--- src/rtl/hdmi_video_timing_pkg.sv ---
`default_nettype none
// +----------------------------------------------------------------------------+
// | Package    : hdmi_pkg                                                      |
// | Description: Shared constants for the HDMI raster timing generator:        |
// |              640x480@60 mode numbers, axis-total helper, TMDS control      |
// |              tokens and the colour-bar test pattern table.                 |
// | Revision   : 1.0 - initial release                                         |
// +----------------------------------------------------------------------------+
package hdmi_pkg;

  typedef logic [23:0] rgb_t;

  // Sum of the four regions of one axis (active, front porch, sync, back porch)
  function automatic int axis_total(input int active, input int fp, input int sync, input int bp);
    return active + fp + sync + bp;
  endfunction

  // 640x480@60, 25.175 MHz pixel clock
  localparam int c_H_ACTIVE_640 = 640;
  localparam int c_H_FP_640     = 16;
  localparam int c_H_SYNC_640   = 96;
  localparam int c_H_BP_640     = 48;
  localparam int c_V_ACTIVE_480 = 480;
  localparam int c_V_FP_480     = 10;
  localparam int c_V_SYNC_480   = 2;
  localparam int c_V_BP_480     = 33;
  localparam int c_H_TOTAL_640  = axis_total(c_H_ACTIVE_640, c_H_FP_640, c_H_SYNC_640, c_H_BP_640);
  localparam int c_V_TOTAL_480  = axis_total(c_V_ACTIVE_480, c_V_FP_480, c_V_SYNC_480, c_V_BP_480);

  // TMDS control tokens sent on a channel during blanking, indexed by {C1,C0}
  localparam logic [9:0] c_TMDS_CTRL_00 = 10'b1101010100;
  localparam logic [9:0] c_TMDS_CTRL_01 = 10'b0010101011;
  localparam logic [9:0] c_TMDS_CTRL_10 = 10'b0101010100;
  localparam logic [9:0] c_TMDS_CTRL_11 = 10'b1010101011;

  // Eight vertical bars, left to right
  localparam int c_NUM_BARS = 8;

  function automatic rgb_t colour_bar(input logic [2:0] idx);
    rgb_t c;
    case (idx)
      3'd0:    c = 24'hFFFFFF;  // white
      3'd1:    c = 24'hFFFF00;  // yellow
      3'd2:    c = 24'h00FFFF;  // cyan
      3'd3:    c = 24'h00FF00;  // green
      3'd4:    c = 24'hFF00FF;  // magenta
      3'd5:    c = 24'hFF0000;  // red
      3'd6:    c = 24'h0000FF;  // blue
      default: c = 24'h000000;  // black
    endcase
    return c;
  endfunction

endpackage
`default_nettype wire

--- src/rtl/hdmi_video_timing_if.sv ---
`default_nettype none
// +----------------------------------------------------------------------------+
// | Interface  : hdmi_video_timing_if                                          |
// | Description: Pixel-advance strobe in, raster timing and coordinates out.   |
// |              rgb exists only when VIDEO_TIMING_TESTPAT_EN is defined.      |
// | Revision   : 1.0 - initial release                                         |
// +----------------------------------------------------------------------------+
interface hdmi_video_timing_if #(
  parameter int CW = 12
) ();
  logic          ce;
  logic          de;
  logic          hsync;
  logic          vsync;
  logic [CW-1:0] x;
  logic [CW-1:0] y;
  logic          frame_start;
  logic          line_start;
`ifdef VIDEO_TIMING_TESTPAT_EN
  logic [23:0]   rgb;
`endif

  modport master (
    input  ce,
    output de, hsync, vsync, x, y, frame_start, line_start
`ifdef VIDEO_TIMING_TESTPAT_EN
    , output rgb
`endif
  );

  modport slave (
    output ce,
    input  de, hsync, vsync, x, y, frame_start, line_start
`ifdef VIDEO_TIMING_TESTPAT_EN
    , input rgb
`endif
  );
endinterface
`default_nettype wire

--- src/rtl/hdmi_video_timing_axis_counter.sv ---
`default_nettype none
// +----------------------------------------------------------------------------+
// | Module     : vt_axis_counter                                               |
// | Description: One raster axis: position counter plus combinational decode   |
// |              of active region, sync region (with polarity) and wrap.       |
// | Revision   : 1.0 - initial release                                         |
// +----------------------------------------------------------------------------+
module vt_axis_counter
  import hdmi_pkg::*;
#(
  parameter int ACTIVE = 640,
  parameter int FP     = 16,
  parameter int SYNC   = 96,
  parameter int BP     = 48,
  parameter bit POL    = 1'b0,
  parameter int CW     = 12
) (
  input  logic          clk,
  input  logic          resetn,
  input  logic          ce,
  input  logic          inc,
  output logic [CW-1:0] cnt,
  output logic          active,
  output logic          sync,
  output logic          wrap
);
  localparam int            c_TOTAL      = axis_total(ACTIVE, FP, SYNC, BP);
  localparam logic [CW-1:0] c_LAST       = CW'(c_TOTAL - 1);
  localparam logic [CW-1:0] c_ACT_END    = CW'(ACTIVE);
  localparam logic [CW-1:0] c_SYNC_BEGIN = CW'(ACTIVE + FP);
  localparam logic [CW-1:0] c_SYNC_END   = CW'(ACTIVE + FP + SYNC);

  logic [CW-1:0] r_cnt;
  logic          w_in_sync;

  assign cnt       = r_cnt;
  assign wrap      = inc && (r_cnt == c_LAST);
  assign active    = (r_cnt < c_ACT_END);
  assign w_in_sync = (r_cnt >= c_SYNC_BEGIN) && (r_cnt < c_SYNC_END);
  assign sync      = w_in_sync ? POL : ~POL;

  // Advance one position per enabled step, wrapping after the back porch
  always_ff @(posedge clk) begin
    if (!resetn) begin
      r_cnt <= '0;
    end else if (ce && inc) begin
      r_cnt <= wrap ? '0 : r_cnt + 1'b1;
    end
  end
endmodule
`default_nettype wire

--- src/rtl/hdmi_video_timing.sv ---
`default_nettype none
// +----------------------------------------------------------------------------+
// | Module     : hdmi_video_timing                                             |
// | Description: Raster timing generator for the TMDS encoders. Registers DE,  |
// |              HSYNC, VSYNC, pixel coordinates and start pulses, all aligned.|
// |              Optional colour-bar pattern: VIDEO_TIMING_TESTPAT_EN.         |
// | Revision   : 1.0 - initial release                                         |
// +----------------------------------------------------------------------------+
module hdmi_video_timing
  import hdmi_pkg::*;
#(
  parameter int H_ACTIVE = c_H_ACTIVE_640,
  parameter int H_FP     = c_H_FP_640,
  parameter int H_SYNC   = c_H_SYNC_640,
  parameter int H_BP     = c_H_BP_640,
  parameter int V_ACTIVE = c_V_ACTIVE_480,
  parameter int V_FP     = c_V_FP_480,
  parameter int V_SYNC   = c_V_SYNC_480,
  parameter int V_BP     = c_V_BP_480,
  parameter bit HS_POL   = 1'b0,
  parameter bit VS_POL   = 1'b0,
  parameter int CW       = 12
) (
  input  logic                clk,
  input  logic                resetn,
  hdmi_video_timing_if.master vid
);
  logic [CW-1:0] w_h_cnt;
  logic [CW-1:0] w_v_cnt;
  logic          w_h_act;
  logic          w_v_act;
  logic          w_h_sync;
  logic          w_v_sync;
  logic          w_h_wrap;
  logic          w_unused_v_wrap;
  logic          w_de_next;

  logic          r_de;
  logic          r_hsync;
  logic          r_vsync;
  logic [CW-1:0] r_x;
  logic [CW-1:0] r_y;
  logic          r_frame_start;
  logic          r_line_start;

  vt_axis_counter #(
    .ACTIVE(H_ACTIVE), .FP(H_FP), .SYNC(H_SYNC), .BP(H_BP), .POL(HS_POL), .CW(CW)
  ) u_h_axis (
    .clk(clk), .resetn(resetn), .ce(vid.ce), .inc(1'b1),
    .cnt(w_h_cnt), .active(w_h_act), .sync(w_h_sync), .wrap(w_h_wrap)
  );

  // Vertical axis steps once per completed line
  vt_axis_counter #(
    .ACTIVE(V_ACTIVE), .FP(V_FP), .SYNC(V_SYNC), .BP(V_BP), .POL(VS_POL), .CW(CW)
  ) u_v_axis (
    .clk(clk), .resetn(resetn), .ce(vid.ce), .inc(w_h_wrap),
    .cnt(w_v_cnt), .active(w_v_act), .sync(w_v_sync), .wrap(w_unused_v_wrap)
  );

  assign w_de_next = w_h_act && w_v_act;

  // Register the decode of the position being emitted on this step; x/y freeze in blanking
  always_ff @(posedge clk) begin
    if (!resetn) begin
      r_de          <= 1'b0;
      r_hsync       <= ~HS_POL;
      r_vsync       <= ~VS_POL;
      r_x           <= '0;
      r_y           <= '0;
      r_frame_start <= 1'b0;
      r_line_start  <= 1'b0;
    end else if (vid.ce) begin
      r_de          <= w_de_next;
      r_hsync       <= w_h_sync;
      r_vsync       <= w_v_sync;
      r_line_start  <= (w_h_cnt == '0);
      r_frame_start <= (w_h_cnt == '0) && (w_v_cnt == '0);
      if (w_de_next) begin
        r_x <= w_h_cnt;
        r_y <= w_v_cnt;
      end
    end
  end

  assign vid.de          = r_de;
  assign vid.hsync       = r_hsync;
  assign vid.vsync       = r_vsync;
  assign vid.x           = r_x;
  assign vid.y           = r_y;
  assign vid.frame_start = r_frame_start;
  assign vid.line_start  = r_line_start;

`ifdef VIDEO_TIMING_TESTPAT_EN
  localparam logic [CW-1:0] c_BAR_W = CW'(H_ACTIVE / c_NUM_BARS);

  rgb_t r_rgb;

  // Colour bar for the emitted pixel, black outside active video
  always_ff @(posedge clk) begin
    if (!resetn) begin
      r_rgb <= '0;
    end else if (vid.ce) begin
      r_rgb <= w_de_next ? colour_bar(3'(w_h_cnt / c_BAR_W)) : '0;
    end
  end

  assign vid.rgb = r_rgb;
`endif
endmodule
`default_nettype wire
--- src/flat_wrapper.sv ---
// flat-port wrapper written by rule: the top's interface ports become plain ports
module hdmi_video_timing_flat import hdmi_pkg::*;
#(
  parameter int H_ACTIVE = c_H_ACTIVE_640,
  parameter int H_FP     = c_H_FP_640,
  parameter int H_SYNC   = c_H_SYNC_640,
  parameter int H_BP     = c_H_BP_640,
  parameter int V_ACTIVE = c_V_ACTIVE_480,
  parameter int V_FP     = c_V_FP_480,
  parameter int V_SYNC   = c_V_SYNC_480,
  parameter int V_BP     = c_V_BP_480,
  parameter bit HS_POL   = 1'b0,
  parameter bit VS_POL   = 1'b0,
  parameter int CW       = 12
)
  (clk, resetn, vid_ce, vid_de, vid_hsync, vid_vsync, vid_x, vid_y, vid_frame_start, vid_line_start);
  hdmi_video_timing_if #(.CW(CW)) vid_i ();
  input  logic clk;
  input  logic resetn;
  input wire logic [$bits(vid_i.ce)-1:0] vid_ce;
  output wire logic [$bits(vid_i.de)-1:0] vid_de;
  output wire logic [$bits(vid_i.hsync)-1:0] vid_hsync;
  output wire logic [$bits(vid_i.vsync)-1:0] vid_vsync;
  output wire logic [$bits(vid_i.x)-1:0] vid_x;
  output wire logic [$bits(vid_i.y)-1:0] vid_y;
  output wire logic [$bits(vid_i.frame_start)-1:0] vid_frame_start;
  output wire logic [$bits(vid_i.line_start)-1:0] vid_line_start;
  assign vid_i.ce = vid_ce;
  assign vid_de = vid_i.de;
  assign vid_hsync = vid_i.hsync;
  assign vid_vsync = vid_i.vsync;
  assign vid_x = vid_i.x;
  assign vid_y = vid_i.y;
  assign vid_frame_start = vid_i.frame_start;
  assign vid_line_start = vid_i.line_start;
  hdmi_video_timing #(.H_ACTIVE(H_ACTIVE), .H_FP(H_FP), .H_SYNC(H_SYNC), .H_BP(H_BP), .V_ACTIVE(V_ACTIVE), .V_FP(V_FP), .V_SYNC(V_SYNC), .V_BP(V_BP), .HS_POL(HS_POL), .VS_POL(VS_POL), .CW(CW)) u_core (.clk(clk), .resetn(resetn), .vid(vid_i));
endmodule
--- config.mk ---
export PLATFORM = sky130hd
export DESIGN_NAME = hdmi_video_timing_flat
export DESIGN_NICKNAME = d
export VERILOG_FILES = /design/src/rtl/hdmi_video_timing_pkg.sv /design/src/rtl/hdmi_video_timing_if.sv /design/src/rtl/hdmi_video_timing_axis_counter.sv /design/src/rtl/hdmi_video_timing.sv /design/src/flat_wrapper.sv
export SDC_FILE = /design/constraint.sdc
export NUM_CORES = 1
export LEC_CHECK = 0
export BUFFER_PORTS_ARGS = -buffer_cell sky130_fd_sc_hd__buf_2
export CAP_MARGIN = 20
export CORE_ASPECT_RATIO = 2
export CORE_MARGIN = 1.5
export CORE_UTILIZATION = 55
export DETAILED_ROUTE_END_ITERATION = 12
export MAX_ROUTING_LAYER = met4
export PLACE_DENSITY = 0.77
export SLEW_MARGIN = 20
export SYNTH_ARGS = -nofsm -noshare
export SYNTH_HDL_FRONTEND = slang
export SYNTH_SLANG_ARGS = --single-unit
--- constraint.sdc ---
create_clock -name clk -period 4 [get_ports clk]
set_input_delay 0.6 -clock clk [delete_from_list [all_inputs] [get_ports clk]]
set_output_delay 0.6 -clock clk [all_outputs]
set_load 0.05 [all_outputs]
### Word-level counts from Yosys, hierarchy flattened

Index checks and enable logic that the tools add are counted.

| storage, ports and cells | value |
|---|---|
| flip-flop bits (word level) | 53 |
| input port bits | 3 |
| output and inout bits | 29 |
| word-level logic and storage cells | 32 |

| cells by class | value |
|---|---|
| add/subtract/negate cells | 2 |
| magnitude comparators | 6 |
| eq/ne operators | 2 |
| multiplexer cells | 4 |
| reductions and logical operators | 9 |

Operator list:

| kind | count |
|---|---|
| $add A12 B1 Y12 const B | 2 |
| $eq A12 B10 Y1 const B | 2 |
| $logic_not A12 Y1 | 2 |
| $lt A12 B10 Y1 const B | 2 |
| $lt A12 B9 Y1 const B | 2 |
| $mux W12 | 2 |
| $ge A12 B10 Y1 const B | 1 |
| $ge A12 B9 Y1 const B | 1 |
| $logic_and A1 B1 Y1 | 6 |
| $mux W1 | 2 |
| $reduce_and A2 Y1 | 1 |

### Logic depth before layout (Yosys ltp)

| logic depth | value |
|---|---|
| word-level depth | 3 |
| depth in mapped cells | 7 |
| mapped depth without buffers | 6 |

### Hierarchy

A second synthesis with hierarchy kept.

| unflattened totals | value |
|---|---|
| cells, all modules | 283 |
| area total of the unflattened synthesis | 2552.4 um^2 |

Modules (own cells, without submodules):

| module | instances | cells an instance | area each (um^2) | seq. area each (um^2) |
|---|---|---|---|---|
| hdmi_video_timing | 1 | 133 | 1219.9 | 580.6 |
| vt_axis_counter at u_core.u_h_axis | 1 | 76 | 704.4 | 240.2 |
| vt_axis_counter at u_core.u_v_axis | 1 | 74 | 628.1 | 240.2 |

### Worst setup path after synthesis

Ideal clock, no wire load.

| timing | value |
|---|---|
| path kind | input-to-reg |
| from | input port vid_ce |
| to | register u_core.u_v_axis.r_cnt[9], in the netlist u_core.u_v_axis.cnt[9] |
| library setup time | 133 ps |
| data arrival time | 1615 ps |
| setup slack | 2252 ps |
| cell stages on the path | 7 |
| buffers on the path | 3 |
| cells stage by stage | and4_1 -> buf_6 -> nand4_4 -> buf_4 -> buf_2 -> o31ai_1 -> a21oi_1 |

| between the ends | value |
|---|---|
| cells in the longest elaborated chain, start to end | 1 |

RTL lines:

| item | line | text |
|---|---|---|
| from (decl) | flat_wrapper.sv:20 | `input wire logic [$bits(vid_i.ce)-1:0] vid_ce;` |
| $logic_and A1 B1 Y1 | hdmi_video_timing_axis_counter.sv:46 | `end else if (ce && inc) begin` |
| to (signal assigned) | hdmi_video_timing_axis_counter.sv:47 | `r_cnt <= wrap ? '0 : r_cnt + 1'b1;` |
| to (decl) | hdmi_video_timing_axis_counter.sv:33 | `logic [CW-1:0] r_cnt;` |

No other way between the ends.
A chain may end at the register's enable or synchronous reset.

### Worst setup path after layout

| timing | value |
|---|---|
| from | register u_core.u_h_axis.r_cnt[9], in the netlist u_core.u_h_axis.cnt[9] |
| to | register u_core.r_hsync, in the netlist u_core.vid.hsync |

| between the ends | value |
|---|---|
| cells in the longest elaborated chain, start to end | 3 |
| elaborated cells between the ends (all ways) | 4 |

RTL lines:

| item | line | text |
|---|---|---|
| from (decl) | hdmi_video_timing_axis_counter.sv:33 |  |
| from (signal assigned) | hdmi_video_timing_axis_counter.sv:47 |  |
| $ge A12 B10 Y1 / $lt A12 B10 Y1 (equally long branches) | hdmi_video_timing_axis_counter.sv:39 | `assign w_in_sync = (r_cnt >= c_SYNC_BEGIN) && (r_cnt < c_SYNC_END);` |
| $logic_and A1 B1 Y1 * | hdmi_video_timing_axis_counter.sv:39 |  |
| $mux W1 * | hdmi_video_timing_axis_counter.sv:40 | `assign sync = w_in_sync ? POL : ~POL;` |
| to (signal assigned) | hdmi_video_timing.sv:67 | `r_hsync <= ~HS_POL;` |
| to (signal assigned) | hdmi_video_timing.sv:75 | `r_hsync <= w_h_sync;` |
| to (decl) | hdmi_video_timing.sv:39 | `logic r_hsync;` |

Mark *: on every way between the ends. The rest lies on a longest branch, timed or not.

==> results.txt <==
worst setup skew after layout = 0.007494 ns
worst-path fanout max = 18
Final min period = 2.276 ns
Max Used Layer = met4
Clock Pin Slew Worst Setup and Hold Paths = 0.09 ns
synthesized netlist cell count = 268
routed vias = 2062
CP max stage cell = a2111oi_0
area share of the leading cell type in the synthesized netlist = 45.64%
overall die width = 48.97 um
routed wl met2 = 3090 um
CP delay by family, top = compound AO/OA/AOI/OAI gates
final total power = 0.9804 mW
largest net degree at the start of global routing = 25
number of inserted diodes = 0
maxcap violations = 0
DRT iter0 DRCs = 61
Startpoint Class = flip-flop
worst min path class = reg -> reg
RSZ-0062 raised after global routing = false
Top FF cell, synth = dfxtp_1
number of enable flip-flop cells after synthesis = 0
final antenna-violating net count = 0
number of buffers created by CTS = 5
wire length the detailed router placed on met1 = 2042 um
Syn Nets = 275
post_cts resized = 0
Synth top cells by count = dfxtp_1, a21oi_1, nand3_1
register bit total from synthesis = 53
overflow left after global routing = 0
Final setup violation count = 0
nets@finish = 296
YS warnings = 0
fraction of layout instances using a drive strength above 1 = 15.86%
transition time at the pin with the least slew margin = 0.7110 ns
Total Routed Length = 5500 um
height of the die = 94.94 um
cell accounting for the most synthesized area = dfxtp_1
area delta synth->final = 11.03%
CP cell instances = nand4b_1, a2111oi_0, o21ai_0
Synth Cell Area = 2325 sq um
critical path arrival = 2.44 ns
fillers = 353
Std-Cell Rows = 33
FF+latch area = 1061 sq um
TritonCTS Sinks = 53
Max VDD drop = 0.0002648 V
core area = 4088 sq um
max-slew violations = 0
first-pass iteration count of the detailed router = 6
count of input and output buffers = 31
Setup Buffers After CTS = 0
CTS H-Tree Depth = 2
Worst Setup End Kind = flip-flop
post-synthesis average cell area = 8.674 sq um
fraction of registers with async set or reset after synthesis = 0%
routed length on met3 = 163 um
clock latency of the later-clocked register in the worst-skew pair = 0.31 ns
status = finished, final reports clean
number of distinct library cell variants in the gate-level netlist after synthesis = 39
Die Outline Area = 4649 sq um
global-route wire length before repair = 9211 um
DP Wirelength = 3905 um
power density over cell area = 379.8 nW/um^2
maximum cell stage delay along the critical path = 0.82 ns
clock tree from TritonCTS = done
initial core utilization = 56.87%
placer congestion estimate = 0.8599
overall track demand over capacity in global routing = 26.53%
buffers from clock root to sink, at most = 2
final worst-path cycle share = 56.90%
Clock Root Buffer = clkbuf_8
CP Class = reg -> reg
antenna violations before repair = 0
cell types occupying the most area after synthesis = dfxtp_1, a21oi_1, nand3_1
critical path required time = 4.16 ns
vias in the first global route = 1992
Post-CTS Hold Fix Bufs = 0
aggregate negative setup slack = 0 ns
Hold Vio Cnt, Final = 0
most common cell in the netlist = dfxtp_1
Top-Level Pins = 32
total DRC errors in the routed layout = 0
detailed-route wire length per cell = 16.08 um
tightest slew margin relative to the limit = 51.37%
post-layout utilization of the core = 63.15%
area occupied by multi-input gates = 1157 sq um
via count normalized by instance count = 6.029
Static Leakage = 0.9740 nW
WP buf/inv = 0
sequential cell area fraction in the yosys report = 45.64%
Max Fclk = 0.4394 GHz
-- routing by layer --
layer  global-route usage (%)  vias up
li1                         -     1010
met1                    26.97      981
met2                    48.17       55
met3                    3.797       16
met4                    14.52        0
met5                        -        -
-- cell type report --
cell class | instances | area share [%]
sequential | 53 | 41.11
clock buffer | 6 | 3.199
tap | 52 | 2.521
timing repair buffer | 31 | 6.011
multi-input combinational | 192 | 44.84
clock inverter | 2 | 1.454
inverter | 6 | 0.8725
-- cell families after synthesis --
logic type	after synthesis	synth area share [%]
AOI/OAI and AO/OA	67	15.99
xor gates and xnor gates	10	3.768
adders and majority gates	4	2.153
DFF	53	45.64
buffers and inverters	23	4.575
muxes	1	0.4306
and+or+nand+nor	110	27.45
-- stage by stage --
stage	cell area (sq um)	cells	hold slack [ns]	setup slack, ns
final	2581	342	0.4770	1.724
after global routing	2581	342	0.4988	1.537
after CTS	2581	342	0.4779	1.802
after detailed placement	2461	334	0.4633	1.484
after global placement	2461	334	0.4579	1.591
after floorplan	2325	268	0.4656	2.252
-- flip-flops by register name, indices dropped and copies added (netlist names) --
name,flops
u_core.u_v_axis.cnt,12
u_core.u_h_axis.cnt,12
u_core.vid.line_start,1
u_core.vid.de,1
u_core.vid.y,12
u_core.vid.hsync,1
u_core.vid.x,12
u_core.vid.vsync,1
u_core.vid.frame_start,1
-- layout by cell type, fill, tap and decap left out, types with 7 or more instances in the layout --
cell and n:
nand4_1 8, nand2_1 16, nor2_1 15, and3_1 7, xor2_1 8, nand3_1 25
buf_2 31, dfxtp_1 53, a21oi_1 33, o21ai_0 24
-- worst register-to-register path, stage by stage (launching register included) --
cell and delay (ns):
dfxtp_1 0.53, nand4b_1 0.58, a2111oi_0 0.83, o21ai_0 0.20
-- power breakdown --
group          total, mW  internal (mW)  switching [mW]
clock              0.380          0.204           0.177
combinational     0.0597         0.0153          0.0445
sequential         0.540          0.534         0.00595
-- path summary, 6_finish.rpt --
| path | from | endpoint | slack (ns) | cells past startpoint |
|---|---|---|---|---|
| hold / removal | u_core.vid.x[0] | u_core.vid.x[0] | 0.48 | 2 |
| setup reg to reg | u_core.u_h_axis.cnt[9] | u_core.vid.hsync | 1.72 | 3 |
| hold reg to reg | u_core.vid.x[0] | u_core.vid.x[0] | 0.48 | 2 |
| setup / recovery | u_core.u_h_axis.cnt[9] | u_core.vid.hsync | 1.72 | 3 |
(Power assumes the default switching activity.)
